===== config.mk =====
export PLATFORM = sky130hd
export DESIGN_NAME = cache_req_arbiter
export DESIGN_NICKNAME = d
export VERILOG_FILES = /design/src/rtl/cache_req_arbiter.sv
export SDC_FILE = /design/constraint.sdc
export NUM_CORES = 1
export LEC_CHECK = 0
export ABC_CLOCK_PERIOD_IN_PS = 3200
export BUFFER_PORTS_ARGS = -buffer_cell sky130_fd_sc_hd__buf_4
export CORE_AREA = 2 2 136 138
export DETAILED_ROUTE_END_ITERATION = 6
export DIE_AREA = 0 0 138 140
export GPL_TIMING_DRIVEN = 0
export PLACE_DENSITY_LB_ADDON = 0.15
export SYNTH_ARGS = -nofsm -noshare
export SYNTH_HDL_FRONTEND = slang
export SYNTH_SLANG_ARGS = --single-unit

===== constraint.sdc =====
create_clock -name clk_i -period 3.2 [get_ports clk_i]
set_input_delay 0 -clock clk_i [delete_from_list [all_inputs] [get_ports clk_i]]
set_output_delay 0 -clock clk_i [all_outputs]
set_load 0.1 [all_outputs]

===== src/rtl/cache_req_arbiter.sv =====
// cache_req_arbiter: shares one cache request port among NR_PORTS requesters, tags each request with a TID, routes responses back by TID owner.
// Latency: request and response paths are combinational (0 cycles); TID pool, lock and error state update on the clock edge.
// Backpressure: a stalled winner stays locked until mem_gnt_i; no request is issued while the TID pool is full.
// Define CACHE_ARB_RR_EN for round-robin arbitration; otherwise fixed priority with port 0 highest.
module cache_req_arbiter #(
    parameter int NR_PORTS   = 3,
    parameter int TID_WIDTH  = 2,
    parameter int ADDR_WIDTH = 34,
    parameter int DATA_WIDTH = 32
) (
    input  logic                           clk_i,
    input  logic                           rst_ni,
    input  logic [NR_PORTS-1:0]            req_i,
    input  logic [NR_PORTS*ADDR_WIDTH-1:0] req_addr_i,
    input  logic [NR_PORTS-1:0]            req_we_i,
    input  logic [NR_PORTS*DATA_WIDTH-1:0] req_wdata_i,
    output logic [NR_PORTS-1:0]            gnt_o,
    output logic                           mem_req_o,
    input  logic                           mem_gnt_i,
    output logic [ADDR_WIDTH-1:0]          mem_addr_o,
    output logic                           mem_we_o,
    output logic [DATA_WIDTH-1:0]          mem_wdata_o,
    output logic [TID_WIDTH-1:0]           mem_tid_o,
    input  logic                           mem_rvalid_i,
    input  logic [TID_WIDTH-1:0]           mem_rtid_i,
    input  logic [DATA_WIDTH-1:0]          mem_rdata_i,
    output logic [NR_PORTS-1:0]            rvalid_o,
    output logic [DATA_WIDTH-1:0]          rdata_o,
    output logic [TID_WIDTH:0]             outstanding_o,
    output logic                           err_o
);
    localparam int NTID = 1 << TID_WIDTH;
    localparam int PW   = (NR_PORTS > 1) ? $clog2(NR_PORTS) : 1;

    typedef enum logic {IDLE, LOCKED} state_t;

    state_t                state_q;
    logic [PW-1:0]         lock_port_q;
    logic [TID_WIDTH-1:0]  lock_tid_q;
    logic [NTID-1:0]       busy_q;
    logic [PW-1:0]         owner_q [NTID];
    logic [TID_WIDTH:0]    outstanding_q;
    logic                  err_q;

    logic [ADDR_WIDTH-1:0] addr_arr  [NR_PORTS];
    logic [DATA_WIDTH-1:0] wdata_arr [NR_PORTS];
    logic [PW-1:0]         arb_port;
    logic [PW-1:0]         sel_port;
    logic [TID_WIDTH-1:0]  free_tid;
    logic [TID_WIDTH-1:0]  sel_tid;
    logic                  free_any;
    logic                  handshake;
    logic                  rsp_hit;

    genvar g;
    for (g = 0; g < NR_PORTS; g++) begin : g_unpack
        assign addr_arr[g]  = req_addr_i[g*ADDR_WIDTH +: ADDR_WIDTH];
        assign wdata_arr[g] = req_wdata_i[g*DATA_WIDTH +: DATA_WIDTH];
    end

    // Lowest-index free TID; a TID freed this cycle is only visible next cycle.
    always_comb begin
        free_tid = '0;
        for (int i = NTID - 1; i >= 0; i--) begin
            if (!busy_q[i]) free_tid = TID_WIDTH'(i);
        end
    end
    assign free_any = ~&busy_q;

`ifdef CACHE_ARB_RR_EN
    logic [PW-1:0] rr_ptr_q;

    always_comb begin
        int  idx;
        logic found;
        arb_port = '0;
        found    = 1'b0;
        for (int i = 0; i < NR_PORTS; i++) begin
            idx = int'(rr_ptr_q) + i;
            if (idx >= NR_PORTS) idx = idx - NR_PORTS;
            if (!found && req_i[idx]) begin
                arb_port = PW'(idx);
                found    = 1'b1;
            end
        end
    end
`else
    always_comb begin
        arb_port = '0;
        for (int i = NR_PORTS - 1; i >= 0; i--) begin
            if (req_i[i]) arb_port = PW'(i);
        end
    end
`endif

    // Once locked, port and TID are frozen so the downstream payload stays stable.
    always_comb begin
        if (state_q == LOCKED) begin
            sel_port  = lock_port_q;
            sel_tid   = lock_tid_q;
            mem_req_o = 1'b1;
        end else begin
            sel_port  = arb_port;
            sel_tid   = free_tid;
            mem_req_o = (|req_i) && free_any;
        end
    end

    assign handshake   = mem_req_o && mem_gnt_i;
    assign mem_addr_o  = mem_req_o ? addr_arr[sel_port]  : '0;
    assign mem_wdata_o = mem_req_o ? wdata_arr[sel_port] : '0;
    assign mem_we_o    = mem_req_o && req_we_i[sel_port];
    assign mem_tid_o   = mem_req_o ? sel_tid : '0;

    always_comb begin
        gnt_o = '0;
        if (handshake) gnt_o[sel_port] = 1'b1;
    end

    assign rsp_hit = mem_rvalid_i && busy_q[mem_rtid_i];

    always_comb begin
        rvalid_o = '0;
        if (rsp_hit) rvalid_o[owner_q[mem_rtid_i]] = 1'b1;
    end

    assign rdata_o       = rsp_hit ? mem_rdata_i : '0;
    assign outstanding_o = outstanding_q;
    assign err_o         = err_q;

    always_ff @(posedge clk_i or negedge rst_ni) begin
        if (!rst_ni) begin
            state_q       <= IDLE;
            lock_port_q   <= '0;
            lock_tid_q    <= '0;
            busy_q        <= '0;
            outstanding_q <= '0;
            err_q         <= 1'b0;
            for (int i = 0; i < NTID; i++) owner_q[i] <= '0;
`ifdef CACHE_ARB_RR_EN
            rr_ptr_q      <= '0;
`endif
        end else begin
            case (state_q)
                IDLE: begin
                    if (mem_req_o && !mem_gnt_i) begin
                        state_q     <= LOCKED;
                        lock_port_q <= arb_port;
                        lock_tid_q  <= free_tid;
                    end
                end
                LOCKED: begin
                    if (mem_gnt_i) state_q <= IDLE;
                end
                default: state_q <= IDLE;
            endcase

            if (rsp_hit) busy_q[mem_rtid_i] <= 1'b0;
            if (handshake) begin
                busy_q[sel_tid]  <= 1'b1;
                owner_q[sel_tid] <= sel_port;
`ifdef CACHE_ARB_RR_EN
                rr_ptr_q <= (sel_port == PW'(NR_PORTS - 1)) ? '0 : sel_port + PW'(1);
`endif
            end

            if (mem_rvalid_i && !busy_q[mem_rtid_i]) err_q <= 1'b1;

            if (handshake && !rsp_hit)
                outstanding_q <= outstanding_q + (TID_WIDTH+1)'(1);
            else if (!handshake && rsp_hit)
                outstanding_q <= outstanding_q - (TID_WIDTH+1)'(1);
        end
    end
endmodule


==> metrics.md, run 1 <==
| Metric | Value |
|---|---|
| Crit end category | output port |
| Crit path DAT | roughly 2.8 ns |
| Synth warn | 0 |
| Crit Path Category | reg2out |
| Num rows | between 40 and 50 |
| Setup TNS Final | 0 ns |
| DIE HEIGHT | 140 um |
| Worst slack, placed | 0.652 ns |
| Worst Hold Launch | req_i[2] |
| 1st-iter DRT viols | 189 |
| Worst slew pin tran | 0.913 ns |
| Slew margin rel. | 39.1% |
| Vias in the first global route | ~5000 |
| Root buf cell | clkbuf_16 |
| Post-Route Skew | about 0.0027 ns |
| Post-cts sizing count | 0 |
| Hpwl dp | approximately 16 mm |
| Nets | between 1000 and 1500 |
| Vias post-DR | a little over 5000 |
| Antenna-violating nets left | 0 |
| Fin util | 36.0% |
| Most frequent cells in the layout | 352 x buf_4, 79 x nand2_1, 70 x a21oi_1 |
| Max-slew violations | 0 |
| Initial antenna violation count | 0 |
| Synth top area cells | dfrtp_1 16%, a21o_1 15%, a21oi_1 10% |
| Grt ovf | 0 |
| Final worst path period share | 86.0% |
| Clock-pin slew on the worst setup and hold paths | ~0.06 ns |
| Final hold vios | 0 |
| Worst Hold Depth | 3 |
| Reg-to-reg startpoint | state_q$_DFF_PN0_ |
| Register area share after synthesis | between 10% and 20% |
| R2r endpoint | outstanding_o[1]$_DFFE_PN0P_ |
| Final wirelength | 19.3 mm |
| # Post-CTS Setup Buffers | 0 |
| First-pass GRT wire length | 29.1 mm |
| CTS tree | done |
| VDD IR max | about 0.00062 V |
| Leak Pwr | roughly 0.0034 uW |
| Layout cells sized above 1 | a little over two fifths |
| Clock Path Buffers | 2 |
| # fillers | 1993 |
| Largest net degree at the start of global routing | 22 |
| Port Buffer Count | 351 |
| Cell Pwr Density | ~830 nW/um^2 |
| Io pins | 354 |
| R2R setup slack | between 0.7 and 0.8 ns |
| Worst-path maximum fanout | 10 |
| Die area | about 19000 um^2 |
| Post-route DRC | 0 |
| Main flop type after synthesis | dfrtp_1 |
| CP startpoint kind | register |
| # setup viols final | 0 |
| Total Power | around 5300 uW |
| Data required, critical path | 3.20 ns |
| H-tree Lvls | 1 |
| Initial Utilization | 18.9% |
| Fin worst setup slack | 0.448 ns |
| Die Width | ~140 um |
| RSZ-0062 raised after global routing | false |
| Post-route minimum period | approximately 2.8 ns |
| TritonCTS buffer count | 3 |
| ANT cells | 0 |
| Clk_lat worst skew | between 0.2 and 0.3 ns |
| Hold Path Class | in2reg |
| Ys async rst share | 100% |
| WL per Instance | 17.3 um |
| Gpl congestion | between 0.8 and 0.9 |
| Synth top area share | 15.6% |
| DR vias/cell | roughly 4.6 |
| Syn Nets | slightly below 800 |
| Netlist Area Pre-Place | between 3000 and 4000 um^2 |
| Reg2reg path depth | 7 |
| Most common cell after layout, fill and taps aside | buf_4 |
| Core Region | 17800 um^2 |
| Total track usage | a little under a fifth |
| WHS Endpoint | lock_port_q[1]$_DFFE_PN0P_ |
| Avg Cell Area, Syn | about 6.4 um^2 |
| Syn-to-layout area delta | 90.1% |
| Clock sink count | 21 |
| Synth area leader | dfrtp_1 |
| Syn Inst Count | ~530 |
| 1st-pass router iterations | 4 |
| Synth Register Bits | 21 |
| Status | completed |
| Post-synthesis cell type count | 41 |
| # Max-Cap Violations | 0 |
| Max Clock Freq | approximately 0.36 GHz |
| Post-synth EDFFs | 0 |
-- final cells by class --
cell class / instances / area, um^2 / area share (%)
timing repair buffer: 353 / 2660 / 41.5
inverter: 6 / 22.5 / 0.352
sequential: 21 / 526 / 8.22
buffer: 59 / 250 / 3.91
clock buffer: 4 / 78.8 / 1.23
multi-input combinational: 443 / 2580 / 40.3
tap: 229 / 287 / 4.48
-- how the worst max path moves through the flow --
stage / start / end / slack (ns) / cells past startpoint
after floorplan: owner_q[0]$_DFFE_PN0P_ / rvalid_o[2] / 0.15 / 2
after global placement: state_q$_DFF_PN0_ / mem_wdata_o[12] / 0.61 / 8
after detailed placement: state_q$_DFF_PN0_ / mem_wdata_o[12] / 0.65 / 8
after CTS: state_q$_DFF_PN0_ / mem_wdata_o[12] / 0.35 / 8
after global routing: state_q$_DFF_PN0_ / mem_wdata_o[12] / 0.22 / 8
final: state_q$_DFF_PN0_ / mem_wdata_o[12] / 0.45 / 8
-- worst max-delay path, stage by stage (launching register included) --
cell and delay (ns):
dfrtp_1 0.43, and2_1 0.23, clkbuf_1 0.26, a211oi_2 0.52, buf_4 0.29, buf_6 0.17
nand2_1 0.06, a21oi_1 0.19, buf_4 0.33
-- where the power goes --
| part | internal (uW) | switching [uW] |
|---|---|---|
| Clock | 170 | 92.4 |
| Sequential | 374 | 77.7 |
| Combinational | 1120 | 3470 |
| Total | 1660 | 3640 |
-- kinds of logic after synthesis --
group	after synthesis	synth area share, %
AOI/OAI and AO/OA	217	38.4
xor gates and xnor gates	3	0.781
adders and majority gates	2	0.967
buffers and inverters	65	8.11
DFF	21	15.6
muxes	15	6.02
and+or+nand+nor	206	30.1
-- registers in the layout (all words and copies together) (netlist names) --
register / cells
busy_q: 4
err_o: 1
lock_port_q: 2
lock_tid_q: 2
outstanding_o: 3
owner_q: 8
state_q: 1
-- metal layers --
layer	vias to the layer above	wire, um	global-route usage, %
met1	2320	8240	23.7
met2	212	9630	33.1
met3	22	1100	3.04
met4	0	317	2.69
li1	2611	-	-
met5	-	0	0
-- cells in the mapped netlist (2+ instances only) --
cell / number
and3_1: 32
o21a_1: 2
buf_6: 2
nor2_1: 4
nand3_1: 68
mux4_2: 3
o211ai_1: 2
mux2_2: 12
and2_1: 3
buf_2: 8
nor2b_1: 2
nor3_1: 5
o21bai_1: 2
a21o_1: 68
buf_1: 3
dfrtp_1: 21
a21oi_1: 70
nor3b_1: 4
o21ai_0: 68
inv_1: 6
clkbuf_1: 45
xor2_1: 2
nand2_1: 79
-- per-stage QoR --
stage | hold slack [ns] | instance area [um^2] | instances
global route | 0.0497 | 6390 | 1115
global placement | -0.0906 | 6300 | 1109
floorplan | -0.296 | 3370 | 529
CTS | 0.0217 | 6390 | 1115
finish | 0.0256 | 6390 | 1115
detailed placement | -0.0905 | 6300 | 1109
-- what timing repair did --
action,in CTS,in global routing
endpoints found under the setup margin,0,0
hold buffers,2,0
endpoints found under the hold margin,22,0
No activity file was read; power rests on OpenSTA's default activity.
==> inputs of run 2 (changes only) <==
- PLACE_DENSITY_LB_ADDON: 0.15 -> default
==> run 2 against run 1 <==
Wire length decreased by 2.7%. Hold slack improved by 0.024 ns. Sequential share of layout area unchanged. Via count increased by 3.9%. Total power about the same. Final area unchanged. Global-route usage decreased by 0.81 points. Maximum frequency decreased by 5.6%. First-iteration DRC count increased by 56%. Largest power group unchanged. Highest routed layer unchanged.
==> metrics.md, run 2 (synthesized netlist as in run 1, its figures left out) <==
| Metric | Value |
|---|---|
| Cell Pwr Density | slightly above 800 nW/um^2 |
| Crit-path cells | nor3b_2, clkbuf_1, clkbuf_1, o21ai_0, a21o_1, a21oi_1, buf_4 |
| Root buf cell | clkbuf_16 |
| Max FFs per register | 8 |
| Hold Path Class | in2reg |
| Crit path DAT | 2.91 ns |
| Crit end category | output port |
| Initial Utilization | a little under a fifth |
| Nets | between 1000 and 1500 |
| Io pins | approximately 350 |
| Final hold vios | 0 |
| Initial antenna violation count | 0 |
| Leak Pwr | between 0.003 and 0.004 uW |
| Gpl congestion | about 0.88 |
| # setup viols final | 0 |
| Die Width | about 140 um |
| Worst-path maximum fanout | 10 |
| Worst slew pin tran | approximately 0.91 ns |
| Syn-to-layout area delta | 90.1% |
| Grt ovf | 0 |
| Total track usage | between 10% and 20% |
| Slew margin rel. | 39.6% |
| Data required, critical path | 3.20 ns |
| Hpwl dp | ~15 mm |
| Clock Path Buffers | 2 |
| Fin worst setup slack | around 0.29 ns |
| Status | completed |
| WL per Instance | approximately 17 um |
| Crit path top cell by count | clkbuf_1 |
| Max-slew violations | 0 |
| CTS tree | done |
| Cts-stage hold buffer count | 2 |
| Core Region | between 15000 and 20000 um^2 |
| # fillers | ~2000 |
| Post-Route Skew | roughly 0.0039 ns |
| Post-route minimum period | between 2 and 3 ns |
| Clock sink count | 21 |
| Die area | 19300 um^2 |
| Final worst path period share | approximately 90% |
| Post-route DRC | 0 |
| Port Buffer Count | roughly 350 |
| Clk_lat worst skew | between 0.2 and 0.3 ns |
| Clock-pin slew on the worst setup and hold paths | 0.06 ns |
| Crit Path Category | reg2out |
| Layout cells sized above 1 | about 44% |
| Fin util | between 30% and 40% |
| Largest Register | owner_q |
| VDD IR max | between 0.0006 and 0.0007 V |
| H-tree Lvls | 1 |
| Worst path slowest cell | nor3b_2 |
| ANT cells | 0 |
| Worst slack, placed | between 0.4 and 0.5 ns |
| TritonCTS buffer count | 3 |
| Worst path max stage delay | around 0.56 ns |
| Most frequent cells in the layout | 352 x buf_4, 79 x nand2_1, 70 x a21oi_1 |
| Num rows | 49 |
| 1st-iter DRT viols | between 200 and 300 |
| Largest net degree at the start of global routing | 22 |
| DIE HEIGHT | ~140 um |
| CP startpoint kind | register |
| Setup TNS Final | 0 ns |
| First-pass GRT wire length | 27.8 mm |
| Final wirelength | 18.8 mm |
| Post-cts sizing count | 0 |
| Max Clock Freq | 0.343 GHz |
| # Max-Cap Violations | 0 |
| Hold WS | 0.0501 ns |
| # Post-CTS Setup Buffers | 0 |
| Antenna-violating nets left | 0 |
| DR vias/cell | about 4.8 |
| RSZ-0062 raised after global routing | false |
| Most common cell after layout, fill and taps aside | buf_4 |
| 1st-pass router iterations | 4 |
| Vias in the first global route | between 5000 and 6000 |
| Vias post-DR | ~5400 |
-- run 2: cell counts in the layout (fill, tap and decap cells not counted) --
Identical to the previous run, type by type.
-- run 2: path summary, 6_finish.rpt --
check / end / start / slack, ns / cells past startpoint
max reg2reg: outstanding_o[1]$_DFFE_PN0P_ / state_q$_DFF_PN0_ / 0.79 / 7
max in group asynchronous: lock_tid_q[0]$_DFFE_PN0P_ / rst_ni / 2.80 / 2
min in group asynchronous: owner_q[4]$_DFFE_PN0P_ / rst_ni / 0.17 / 2
min: lock_port_q[1]$_DFFE_PN0P_ / req_i[2] / 0.05 / 3
max: mem_wdata_o[0] / state_q$_DFF_PN0_ / 0.29 / 7
min reg2reg: outstanding_o[2]$_DFFE_PN0P_ / outstanding_o[2]$_DFFE_PN0P_ / 0.47 / 1
-- run 2: per-stage QoR --
stage / cell area, um^2 / total power, uW / instances
5_1_grt: 6390 / 5540 / 1115
6_report: 6390 / 5300 / 1115
3_5_place_dp: 6300 / 5060 / 1109
2_1_floorplan: 3370 / 3970 / 529
4_1_cts: 6390 / 5340 / 1115
3_3_place_gp: 6300 / 5040 / 1109
-- run 2: final cells by class --
cell class                      instances  area [um^2]  area share (%)
Buffer                                 59          250            3.91
Clock buffer                            4         78.8            1.23
Inverter                                6         22.5           0.352
Multi-Input combinational cell        443         2580            40.3
Sequential cell                        21          526            8.22
Tap cell                              229          287            4.48
Timing Repair Buffer                  353         2660            41.5
-- run 2: power breakdown --
part           internal [uW]  total (uW)  switching, uW
registers                374         456           82.6
logic                   1120        4580           3460
clock network            170         264           94.6
-- run 2: metal layers --
layer,wire [um],GRT usage (%),vias to the layer above
met2,9610,33.1,258
met3,1190,2.39,20
li1,-,-,2613
met4,269,3.01,0
met1,7700,21.7,2475
met5,0,0,-
-- run 2: critical path, delay by kind of cell (launching register included) --
kind                   cells  cell delay [ns]
buffers and inverters      3             1.12
DFF                        1             0.44
and+or+nand+nor            1             0.56
AOI/OAI and AO/OA          3             0.53
